<file path="src/rtl/counter_ctrl.sv">
`default_nettype none
// ============================================================================
// Module   : counter_ctrl
// Brief    : Parametrised up/down event counter with wrap, saturate and
//            one-shot modes, terminal count, cascade carry, sticky overflow.
// Revision : 1.0 - initial release
// ============================================================================
module counter_ctrl #(
    parameter int WIDTH   = 5,
    parameter int MAX_VAL = (1 << WIDTH) - 1
) (
    input  logic             clk,
    input  logic             rst,
    input  logic             enab,
    input  logic             load,
    input  logic             dir,
    input  logic [1:0]       mode,
    input  logic [WIDTH-1:0] cnt_in,
    input  logic             ovf_clr,
    output logic [WIDTH-1:0] cnt_out,
    output logic             tc,
    output logic             carry_out,
    output logic             ovf,
    output logic             done
);

    localparam logic [WIDTH-1:0] c_max  = MAX_VAL[WIDTH-1:0];
    localparam logic [WIDTH-1:0] c_one  = {{(WIDTH-1){1'b0}}, 1'b1};
    localparam logic [WIDTH-1:0] c_zero = '0;

    localparam logic [1:0] c_mode_wrap = 2'b00;
    localparam logic [1:0] c_mode_sat  = 2'b01;
    localparam logic [1:0] c_mode_one  = 2'b10;

    localparam logic [0:0] c_st_run  = 1'b0;
    localparam logic [0:0] c_st_halt = 1'b1;

    generate
        if (WIDTH < 2 || MAX_VAL < 1 || MAX_VAL > (1 << WIDTH) - 1) begin : g_bad_param
            $error("counter_ctrl: illegal WIDTH/MAX_VAL combination");
        end
    endgenerate

    logic [WIDTH-1:0] r_cnt;
    logic [0:0]       r_state;
    logic             r_ovf;
    logic             r_done;

    logic [WIDTH-1:0] w_tv;
    logic             w_tc;
    logic [WIDTH-1:0] w_cnt_nxt;
    logic [0:0]       w_state_nxt;
    logic             w_done_nxt;
    logic             w_ovf_set;

    assign w_tv      = dir ? c_max : c_zero;
    assign w_tc      = (r_cnt == w_tv);
    assign tc        = w_tc;
    assign carry_out = w_tc & enab & ~load & (r_state == c_st_run);
    assign cnt_out   = r_cnt;
    assign ovf       = r_ovf;
    assign done      = r_done;

    always_comb begin
        w_cnt_nxt   = r_cnt;
        w_state_nxt = r_state;
        w_done_nxt  = r_done;
        w_ovf_set   = 1'b0;
        if (load) begin
            // Out-of-range loads clamp silently; they are not overflows.
            w_cnt_nxt   = (cnt_in > c_max) ? c_max : cnt_in;
            w_state_nxt = c_st_run;
            w_done_nxt  = 1'b0;
        end else if (r_state == c_st_halt) begin
            if (mode != c_mode_one) begin
                w_state_nxt = c_st_run;
                w_done_nxt  = 1'b0;
            end
        end else if (enab) begin
            if (!w_tc) begin
                w_cnt_nxt = dir ? (r_cnt + c_one) : (r_cnt - c_one);
            end else begin
                case (mode)
                    c_mode_sat: begin
                        w_ovf_set = 1'b1;
                    end
                    c_mode_one: begin
                        w_state_nxt = c_st_halt;
                        w_done_nxt  = 1'b1;
                    end
                    default: begin
                        // Wrap mode; the reserved encoding also lands here.
                        w_cnt_nxt = dir ? c_zero : c_max;
                        w_ovf_set = 1'b1;
                    end
                endcase
            end
        end
    end

    always_ff @(posedge clk or negedge rst) begin
        if (!rst) begin
            r_cnt   <= c_zero;
            r_state <= c_st_run;
            r_ovf   <= 1'b0;
            r_done  <= 1'b0;
        end else begin
            r_cnt   <= w_cnt_nxt;
            r_state <= w_state_nxt;
            r_done  <= w_done_nxt;
            // A set in the same cycle as a clear wins.
            r_ovf   <= w_ovf_set | (r_ovf & ~ovf_clr);
        end
    end

    logic w_unused_mode;
    assign w_unused_mode = (mode == c_mode_wrap);

endmodule
`default_nettype wire

</file>
<file path="config.mk">
export PLATFORM = sky130hd
export DESIGN_NAME = counter_ctrl
export DESIGN_NICKNAME = d
export VERILOG_FILES = /design/src/rtl/counter_ctrl.sv
export SDC_FILE = /design/constraint.sdc
export NUM_CORES = 1
export LEC_CHECK = 0
export BUFFER_PORTS_ARGS = -buffer_cell sky130_fd_sc_hd__buf_2
export CAP_MARGIN = 10
export CORE_MARGIN = 3
export CORE_UTILIZATION = 45
export DETAILED_ROUTE_END_ITERATION = 7
export PLACE_DENSITY = 0.71
export SLEW_MARGIN = 25
export SYNTH_ARGS = -nofsm -noshare
export SYNTH_HDL_FRONTEND = slang
export SYNTH_SLANG_ARGS = --single-unit
</file>
<file path="constraint.sdc">
create_clock -name clk -period 2.7 [get_ports clk]
set_clock_uncertainty 0.1 [all_clocks]
set_input_delay 0.54 -clock clk [delete_from_list [all_inputs] [get_ports clk]]
set_output_delay 0.54 -clock clk [all_outputs]
set_load 0.05 [all_outputs]
</file>
Yosys cells after proc, flatten, opt, wreduce, memory -nomap -nowiden
Index checks and enable logic that the tools add are counted.
{"block": "op_classes", "n_addsub": 2, "eq_ne": 7, "reduce_logical": 7, "muxes": 26, "n_bitwise": 8, "shift": 0, "n_mul": 0, "div_mod_pow": 0, "order_cmp": 1}
{"operator": "two-way mux 5 bit", "count": 9}
{"operator": "two-way mux 1 bit", "count": 17}
{"operator": "nonzero test 3 bit", "count": 3}
{"operator": "adder 5 x 1 -> 5 bit (second input constant)", "count": 1}
{"operator": "== test 5 bit", "count": 1}
{"operator": "> comparator 5 bit (second input constant)", "count": 1}
{"operator": "subtractor 5 x 1 -> 5 bit (second input constant)", "count": 1}
{"operator": "AND 1 bit", "count": 4}
{"operator": "inequality test 2 bit (second input constant)", "count": 2}
{"operator": "AND reduction 4 bit", "count": 1}
{"operator": "inequality test 3 x 2 -> 1 bit (second input constant)", "count": 1}
{"operator": "inequality test 3 bit (second input constant)", "count": 1}
{"operator": "inverter 1 bit", "count": 3}
{"operator": "AND reduction 3 bit", "count": 1}
{"operator": "== test 2 x 1 -> 1 bit (second input constant)", "count": 1}
{"operator": "== test 2 bit (second input constant)", "count": 1}
{"operator": "nonzero test 2 bit", "count": 1}
{"operator": "OR reduction 2 bit", "count": 1}
{"operator": "bitwise OR 1 bit", "count": 1}
{"block": "totals", "reg_bits": 8, "output_inout_bits": 9, "elab_cells": 55, "input_bits": 13, "latchBits": 0, "memories": 0, "romBits": 0, "ram_bits": 0}

Logic depth before layout (Yosys ltp)
Gate-level depths: netlist of run 1.
{"block": "depth", "ltp_word": 7, "depth_mapped": 8, "depth_no_buf": 7}

Worst setup path before layout of run 1
No wires, ideal clock.
{"block": "synth_path", "kind": "register -> output", "start": "register r_cnt[2] (netlist: cnt_out[2])", "end": "output carry_out", "required_ns": 2.060, "slack_ns": -0.177, "path_stages_with_launch": 6, "n_path_buf": 0, "arrival_ns": 2.237, "path_cell_list": "dfrtp_1 -> ha_1 -> nand3_1 -> a21oi_2 -> nand2_1 -> inv_1"}
{"block": "synth_via", "elab_chain_len": 4}
{"element": "start: declaration", "line": "44", "source": "logic [WIDTH-1:0] r_cnt;"}
{"element": "start signal: assignment", "line": "103", "source": "r_cnt <= c_zero;"}
{"element": "start signal: assignment", "line": "108", "source": "r_cnt <= w_cnt_nxt;"}
{"element": "== test 5 bit", "line": "57", "source": "assign w_tc = (r_cnt == w_tv);"}
{"element": "named net tc", "line": "21", "source": "output logic tc,"}
{"element": "AND 1 bit (3 in a row)", "line": "59", "source": "assign carry_out = w_tc & enab & ~load & (r_state == c_st_run);"}
{"element": "end: declaration", "line": "22", "source": "output logic carry_out,"}
The timed path passes the listed nets, and every way through them passes these cells.

Worst setup path in the final report of run 1
{"block": "layout_path", "start": "input dir", "end": "output carry_out"}
{"block": "layout_via", "elab_chain_len": 5}
{"element": "start: declaration", "line": "16", "source": "input logic dir,"}
{"element": "two-way mux 5 bit", "line": "56", "source": "assign w_tv = dir ? c_max : c_zero;"}
{"element": "== test 5 bit", "line": "57"}
{"element": "AND 1 bit (3 in a row)", "line": "59"}
No other way between the ends.

==> reports/results.tsv, run 1 <==
metric	value	unit
status	finished clean	
chipWidth	42.8	um
crit_arrival	1.90	ns
filler_cell_count	104	
yosysWarnings	0	
placement_rows	12	
fin_ws	0.160	ns
synthesis.instances	67	
clk_path_buf_depth	2	
crit_slowest_cell	sky130_fd_sc_hd__ha_1	
routed-via-count	597	
leakagePower	0.376	nW
maxCapViolations	0	
antenna_found_initial	0	
slew_viol_final	0	
critical_path_cell_by_cell	buf_2 -> inv_1 -> ha_1 -> nand3_1 -> a21oi_4 -> nand2_1 -> inv_1 -> buf_2	
max_clock_freq	394	MHz
cts_htree_levels	1	
detailedRoute.firstIterationViolations	4	
path_delay_family	buffers and inverters	
final_count_of_negative_setup_slack_endpoints	0	
post-synth-top-area-cell	sky130_fd_sc_hd__dfrtp_1	
port_buffers	21	
timing.final.crit_share	94.1	%
grt_util_met3	5.08	%
synth_largest_type_area_fraction	32.8	%
initial_core_util	51.5	%
multi_input_comb_area	373	sq um
finalHoldViolations	0	
drc_errors	0	
power.ir.vdd_worst	309	uV
reg2reg_slack	0.63	ns
timing.final.crit_period	2.54	ns
cts_root_buf	sky130_fd_sc_hd__clkbuf_4	
yosys_register_bits	8	
type_of_element_capturing_the_critical_path	primary output	
r2r_end	cnt_out[1]	
timing.critical_path.fanout_max	8	
report.power.total	0.471	mW
place_worst_setup_slack	0.163	ns
numClockSinks	8	
synth.net_count	85	
worst_r2r_path_depth	7	
detail_route.vias_per_cell	5.63	
critical-path-max-stage-delay	0.35	ns
gr-max-usage-layer	met2	
dr.pass1.iters	4	
timing.critical_path.buf_inv	4	
chipHeight	42.8	um
normalized_max_slew_margin	79.9	%
routed_wl	1350	um
cp_data_required_time	2.06	ns
sequential_cell_area	200	sq um
worstSkewPairLatency	0.25	ns
nets	112	
n_antenna_cell	0	
core_outline_area	1190	sq um
cts_tree	done	
floorplan.io_pins	22	
synthDistinctLibCells	30	
cts_resized	0	
wl_per_cell	12.8	um
grt-ovfl-total	0	
timing.setup.tns	0	ns
start_kind	primary input	
grt_usage	16.5	%
globalRouteMet1Util	21.6	%
timing.rr.start	cnt_out[2]	
post-cts-setup-buffers	0	
layout.cells.most_common	sky130_fd_sc_hd__buf_2	
hold_buffers	0	
area_added_between_synthesis_and_finish	26.2	%
fp.dieArea	1830	sq um
dp_hpwl	1110	um
criticalPathCategory	primary input to primary output	
drtAntennaViolNets	0	
synth_area_leaders	sky130_fd_sc_hd__dfrtp_1, sky130_fd_sc_hd__ha_1, sky130_fd_sc_hd__xnor2_1, sky130_fd_sc_hd__inv_1, sky130_fd_sc_hd__a21oi_1	
vias_in_the_first_global_route	550	
synth.avg_cell_area	9.11	sq um
grt_pass1_wl	2300	um
worst_pin_slew	0.300	ns
synth-seq-area-share	32.8	%
grt_start_max_net_pins	13	
layout_common_cells	sky130_fd_sc_hd__buf_2, sky130_fd_sc_hd__inv_1, sky130_fd_sc_hd__dfrtp_1	
gpl.final_weighted_congestion	0.821	
power-per-cell-area	611	nW/um^2
met2_usage	26.3	%
cell_area_after_technology_mapping	611	sq um
drive_above_1_share	34.8	%
clk_transition_reported_paths	0.05	ns
setup_repair_after_global_routing_missed_its_margin	no	
hold_path_class	primary input to async pin	
cts_made_buffers	3	
-- synthesized netlist by cell type, drive strengths merged --
cell type / count
nor3b: 2
nor2: 3
and3b: 1
o22ai: 1
nor3: 3
o21ai: 4
nor4b: 1
clkbuf: 1
mux2: 1
a21o: 1
inv: 8
nand2: 4
nand3: 3
a211o: 1
fa: 1
a221oi: 2
buf: 1
a31oi: 1
xnor2: 4
dfrtp: 8
mux2i: 1
ha: 4
nand2b: 1
o2111a: 1
o31a: 1
a211oi: 2
a21oi: 5
or3: 1
-- power breakdown --
part / total [mW] / internal, mW / switching, mW
Sequential: 0.153 / 0.134 / 0.0190
Clock: 0.0901 / 0.0508 / 0.0393
Combinational: 0.227 / 0.0878 / 0.139
-- cell type report --
class / instances / area share [%]
repair buffers: 24 / 16.6
flip-flops and latches: 8 / 26.0
well taps: 14 / 2.27
multi-input cells: 49 / 48.4
clock buffers: 3 / 2.92
inverters: 8 / 3.90
-- per-stage QoR --
| step | area [sq um] | utilization [%] | std cells | hold WS (ns) |
|---|---|---|---|---|
| finish | 771 | 65.0 | 106 | 0.0196 |
| global route | 771 | 65.0 | 106 | 0.00725 |
| CTS | 771 | 65.0 | 106 | 0.0196 |
| detailed placement | 748 | 63.1 | 103 | 0.293 |
| global placement | 748 | 63.1 | 103 | 0.291 |
| floorplan | 618 | - | 67 | 0.144 |
-- registers in the layout (all words and copies together), names as in the netlist --
register	count
r_state	1
ovf	1
done	1
cnt_out	5
-- per-layer routing --
layer	up-vias	part of all wire [%]
met5	-	0
met4	0	0
met3	0	4.9
met2	22	45
met1	279	50
li1	296	-
-- worst max path at each step --
stage,startpoint,end,slack [ns],cells past startpoint
floorplan,cnt_out[2],carry_out,0.01,5
CTS,dir,carry_out,0.16,8
global route,dir,carry_out,0.03,8
detailed placement,dir,carry_out,0.16,8
global placement,dir,carry_out,0.21,8
finish,dir,carry_out,0.16,8
-- logic make-up after synthesis --
kind of cell	count (synthesis)	share of synthesized area (%)
AND/OR/NAND/NOR	19	17.4
AO/OA/AOI/OAI	19	21.7
multiplexers	2	3.48
XOR/XNOR	4	5.74
adder cells (fa/ha/maj)	5	11.5
flip-flops	8	32.8
buffers and inverters	10	7.38
(Power assumes the default switching activity.)
==> run 2: changes to the inputs <==
- CELL_PAD_IN_SITES_DETAIL_PLACEMENT: not set -> 2
- CELL_PAD_IN_SITES_GLOBAL_PLACEMENT: not set -> 2
- CORE_UTILIZATION: 45 -> 27
- PLACE_DENSITY: 0.71 -> 0.73
==> run 2 against run 1 <==
  * Critical path depth unchanged
  * First-iteration DRC count shrank 25%
  * Largest power group unchanged
  * Sequential power is essentially flat
  * Global-route usage fell by 1.1 points
  * Critical path type unchanged
==> reports/results.tsv, run 2 (synthesized netlist as in run 1, its figures left out) <==
metric	value	unit	change
finalHoldViolations	0		unchanged
cpMostUsedCell	sky130_fd_sc_hd__inv_1		
worst_pin_slew	0.300	ns	+0.000370 ns
cts_htree_levels	1		unchanged
wl_per_cell	15.5	um	+22%
slew_viol_final	0		unchanged
detail_route.vias_per_cell	5.16		-8.4%
cts_made_buffers	3		unchanged
critical-path-max-stage-delay	0.36	ns	about the same
largest_register_ffs	5		unchanged
worst_r2r_path_depth	7		unchanged
timing.critical_path.fanout_max	8		unchanged
grt_pass1_wl	3100	um	+35%
layout_common_cells	sky130_fd_sc_hd__buf_2, sky130_fd_sc_hd__inv_1, sky130_fd_sc_hd__dfrtp_1		
dr.pass1.iters	3		-1
timing.critical_path.buf_inv	4		unchanged
crit_arrival	1.89	ns	about the same
drc_errors	0		unchanged
antenna_found_initial	0		unchanged
filler_cell_count	251		+140%
start_kind	primary input		
drive_above_1_share	36.2	%	+1.4 points
floorplan.io_pins	22		unchanged
port_buffers	21		unchanged
placement_rows	16		+4
layout.cells.most_common	sky130_fd_sc_hd__buf_2		
reg2reg_slack	0.59	ns	-0.04 ns
timing.setup.tns	0	ns	unchanged
status	finished clean		
clk_path_buf_depth	2		unchanged
numClockSinks	8		unchanged
routed-via-count	624		+4.5%
max_clock_freq	395	MHz	+0.37%
hold_path_class	primary input to async pin		
routed_wl	1880	um	+39%
maxCapViolations	0		unchanged
clk_transition_reported_paths	0.06	ns	about the same
holdWs	0.0118	ns	-0.00779 ns
grt_start_max_net_pins	13		unchanged
hold_buffers	0		unchanged
setup_repair_after_global_routing_missed_its_margin	no		
chipWidth	53.6	um	+25%
power.ir.vdd_worst	231	uV	-25%
r2r_end	cnt_out[4]		
fp.dieArea	2870	sq um	+56%
criticalPathCategory	primary input to primary output		
dp_hpwl	1520	um	+36%
cts_root_buf	sky130_fd_sc_hd__clkbuf_4		
normalized_max_slew_margin	79.7	%	-0.19 points
n_antenna_cell	0		unchanged
grt_usage	15.4	%	-1.1 points
path_delay_family	buffers and inverters		
timing.final.crit_share	93.7	%	-0.35 points
crit_slowest_cell	sky130_fd_sc_hd__ha_1		
gpl.final_weighted_congestion	0.808		-1.6%
nets	114		+1.8%
detailedRoute.firstIterationViolations	3		-1
number_of_logic_stages_on_the_critical_path_including_buffering	8		unchanged
area_added_between_synthesis_and_finish	31.8	%	
timing.rr.start	cnt_out[0]		
worstSkewPairLatency	0.26	ns	about the same
cts_tree	done		
vias_in_the_first_global_route	674		+23%
cp_data_required_time	2.06	ns	about the same
chipHeight	53.6	um	+25%
initial_core_util	29.9	%	-22 points
drtAntennaViolNets	0		unchanged
power-per-cell-area	609	nW/um^2	-0.36%
type_of_element_capturing_the_critical_path	primary output		
grt-ovfl-total	0		unchanged
critical_path_cell_by_cell	buf_2 -> inv_1 -> ha_1 -> nand3_1 -> a21oi_4 -> nand2_1 -> inv_1 -> clkbuf_4		
leakagePower	0.386	nW	+2.7%
core_outline_area	2040	sq um	+72%
final_count_of_negative_setup_slack_endpoints	0		unchanged
timing.final.crit_period	2.53	ns	-0.00942 ns
-- run 2: cell count changes in the layout (fill, tap and decap cells not counted) --
cell / previous run / this run
sky130_fd_sc_hd__buf_4: 3 / 5
sky130_fd_sc_hd__buf_2: 21 / 20
sky130_fd_sc_hd__clkbuf_4: 3 / 4
-- run 2: power by group --
group	internal (mW)	total, mW	switching, mW	leakage, nW
clock	0.0511	0.0947	0.0437	0.0138
sequential	0.134	0.154	0.0198	0.0997
combinational	0.0908	0.241	0.150	0.272
-- run 2: worst register-to-register path, stage by stage, from the launching register on --
cell and delay [ns]:
sky130_fd_sc_hd__dfrtp_1 0.48, sky130_fd_sc_hd__inv_1 0.10, sky130_fd_sc_hd__fa_1 0.44, sky130_fd_sc_hd__nand2b_1 0.16, sky130_fd_sc_hd__a21oi_1 0.16, sky130_fd_sc_hd__xnor2_1 0.11, sky130_fd_sc_hd__o2111a_1 0.25, sky130_fd_sc_hd__nor3_1 0.23
-- run 2: area by class of cell --
| type | instances | area [sq um] | share of cell area [%] |
|---|---|---|---|
| Inverter | 8 | 30.0 | 3.73 |
| Tap cell | 27 | 33.8 | 4.20 |
| Multi-Input combinational cell | 49 | 373 | 46.3 |
| Sequential cell | 8 | 200 | 24.9 |
| Timing Repair Buffer | 26 | 145 | 18.0 |
| Clock buffer | 3 | 22.5 | 2.80 |
-- run 2: how the worst max path moves through the flow --
stage,startpoint,to,slack (ns)
2_1_floorplan,cnt_out[2],carry_out,0.01
3_3_place_gp,dir,carry_out,0.17
3_5_place_dp,dir,carry_out,0.09
4_1_cts,dir,carry_out,0.09
5_1_grt,dir,carry_out,0.03
6_report,dir,carry_out,0.17
-- run 2: through the flow --
stage	worst slack (ns)	area (sq um)	power, mW	std cells	utilization [%]
after floorplan	0.0143	618	0.324	67	-
after global placement	0.167	764	0.385	116	37.4
after detailed placement	0.0946	764	0.395	116	37.4
after CTS	0.0899	787	0.493	119	38.5
after global routing	0.0284	805	0.531	121	39.4
final	0.170	805	0.490	121	39.4
-- run 2: layer usage --
metal,vias to the layer above,wire (um),track usage (%)
met1,305,812,19.9
met4,0,62,7.66
li1,297,-,-
met3,8,86,3.88
met2,14,920,23.7
met5,-,0,0
-- run 2: what timing repair did --
action	CTS	global route
buffers inserted	0	2
resized for setup	0	1
endpoints found under the setup margin	0	1
==> run 3: changes to the inputs <==
- BUFFER_PORTS_ARGS: -buffer_cell sky130_fd_sc_hd__buf_2 -> not set
- CORE_UTILIZATION: 27 -> 33
- DONT_BUFFER_PORTS: not set -> 1
- PLACE_DENSITY: 0.73 -> 0.7
==> run 3 against run 2 <==
  * Maximum frequency increased by 10%
  * Die area decreased by 16%
  * Non-clock buffer count decreased by 17
  * Core utilization increased by 5.9 points
  * Clock power decreased by 2.7%
  * Wire length decreased by 9.0%
  * Critical endpoint unchanged
  * Largest cell class unchanged
  * Final cell count decreased by 17%
  * Critical path type is now flip-flop to primary output
  * Sequential share of layout area increased by 2.2 points
  * Global-route usage increased by 1.3 points
  * Register-to-register slack got worse by 0.02 ns
  * Clock-buffer cell count unchanged
  * Worst hold slack improved by 0.23 ns
==> reports/results.tsv, run 3 (synthesized netlist as in run 1, its figures left out) <==
metric	value	unit	change
start_kind	flip-flop		
cts_made_buffers	3		unchanged
grt-ovfl-total	0		unchanged
sequential_cell_area	200	sq um	unchanged
fp.dieArea	2400	sq um	-16%
crit_slowest_cell	sky130_fd_sc_hd__dfrtp_1		
multi_input_comb_area	373	sq um	unchanged
floorplan.io_pins	22		unchanged
wl_met3	117	um	+36%
critical_path_cell_by_cell	ha_1 -> nand3_1 -> a21oi_4 -> nand2_1 -> inv_1 -> buf_12		
hold_path_class	primary input to flip-flop		
place_area	706	sq um	-7.7%
filler_cell_count	190		-24%
final_area	738	sq um	-8.2%
timing.setup.tns	0	ns	unchanged
critical-path-max-stage-delay	0.39	ns	+0.03 ns
topRoutingLayerUsed	met3		
drtAntennaViolNets	0		unchanged
report.power.total	0.472	mW	-3.6%
dr.pass1.iters	3		unchanged
chipHeight	49.0	um	-8.5%
chipWidth	49.0	um	-8.5%
post-cts-setup-buffers	0		unchanged
clk_transition_reported_paths	0.06	ns	about the same
gpl.final_weighted_congestion	0.789		-2.4%
timing.final.crit_period	2.29	ns	-0.240 ns
leakagePower	0.319	nW	-17%
grt_pass1_wl	3130	um	+0.87%
initial_core_util	37.5	%	+7.6 points
worst_pin_slew	0.510	ns	+0.210 ns
dp_hpwl	1450	um	-4.3%
cp_data_required_time	2.06	ns	about the same
detailedRoute.firstIterationViolations	1		-2
wl_per_cell	17.0	um	+9.0%
drive_above_1_share	20.8	%	-15 points
setup_repair_after_global_routing_missed_its_margin	no		
normalized_max_slew_margin	66.0	%	-14 points
type_of_element_capturing_the_critical_path	primary output		
antenna_found_initial	0		unchanged
grt_start_max_net_pins	13		unchanged
core_outline_area	1630	sq um	-20%
detail_route.wirelength.met1	710	um	-13%
criticalPathCategory	flip-flop to primary output		
max_clock_freq	437	MHz	+10%
power.ir.vdd_worst	264	uV	+14%
largest_register_ffs	5		unchanged
timing.critical_path.fanout_max	4		-4
detail_route.vias_per_cell	5.48		+6.2%
status	finished clean		
routed-via-count	553		-11%
cts_root_buf	sky130_fd_sc_hd__clkbuf_4		
wl_met2	884	um	-3.9%
maxCapViolations	0		unchanged
routed_wl	1710	um	-9.0%
timing.final.crit_share	84.8	%	-8.9 points
clk_path_buf_depth	2		unchanged
cts_htree_levels	1		unchanged
power-per-cell-area	639	nW/um^2	+5.1%
finalHoldViolations	0		unchanged
drc_errors	0		unchanged
nets	97		-15%
crit_arrival	1.65	ns	-0.24 ns
n_antenna_cell	0		unchanged
vias_in_the_first_global_route	633		-6.1%
placement_rows	14		-2
numClockSinks	8		unchanged
final_count_of_negative_setup_slack_endpoints	0		unchanged
area_added_between_synthesis_and_finish	20.9	%	
slew_viol_final	0		unchanged
grt_usage	16.6	%	+1.3 points
port_buffers	0		-100%
cts_tree	done		
layout_common_cells	sky130_fd_sc_hd__inv_1, sky130_fd_sc_hd__dfrtp_1, sky130_fd_sc_hd__buf_4		
worstSkewPairLatency	0.25	ns	about the same
[run 3: final timing paths]
path | start | endpoint | slack (ns) | cells past startpoint
worst min-delay path | load | done | 0.25 | 1
worst min register to register | r_state | done | 0.41 | 1
worst max-delay path | cnt_out[2] | carry_out | 0.41 | 6
worst max register to register | cnt_out[0] | cnt_out[4] | 0.57 | 7
min in group asynchronous | rst | cnt_out[4] | 0.54 | 1
max in group asynchronous | rst | cnt_out[1] | 1.68 | 1
[run 3: area by class of cell]
class | count | area share [%]
inverters | 8 | 4.07
repair buffers | 9 | 11.2
well taps | 24 | 4.07
multi-input cells | 49 | 50.5
clock buffers | 3 | 3.05
flip-flops and latches | 8 | 27.1
[run 3: worst max-delay path: cells and delay by family (launching register included)]
family / cells / cell delay (ns)
buffers and inverters: 2 / 0.24
DFF: 1 / 0.39
and+or+nand+nor: 2 / 0.26
adders and majority gates: 1 / 0.35
AOI/OAI and AO/OA: 1 / 0.16
[run 3: timing repair]
item                      in CTS  in global routing
hold endpoints to repair       8                  0
gates resized for setup        0                  0
hold buffers                   1                  0
[run 3: layer usage]
layer | GRT usage, % | vias up
met4 | 2.84 | 0
met1 | 19.5 | 273
met5 | 0 | -
met3 | 6.42 | 0
li1 | - | 263
met2 | 29.0 | 17
[run 3: report_power, final]
group | total, mW | internal [mW] | switching (mW)
registers | 0.150 | 0.134 | 0.0156
logic | 0.230 | 0.0889 | 0.141
clock network | 0.0921 | 0.0509 | 0.0412
total | 0.472 | 0.274 | 0.198
[run 3: stage by stage]
| step | instances | hold slack (ns) | utilization, % | setup WS, ns |
|---|---|---|---|---|
| 2_1_floorplan | 67 | 0.144 | - | 0.0143 |
| 3_3_place_gp | 97 | 0.145 | 43.3 | 0.470 |
| 3_5_place_dp | 97 | 0.145 | 43.3 | 0.450 |
| 4_1_cts | 101 | 0.242 | 45.3 | 0.388 |
| 5_1_grt | 101 | 0.237 | 45.3 | 0.258 |
| 6_report | 101 | 0.246 | 45.3 | 0.409 |
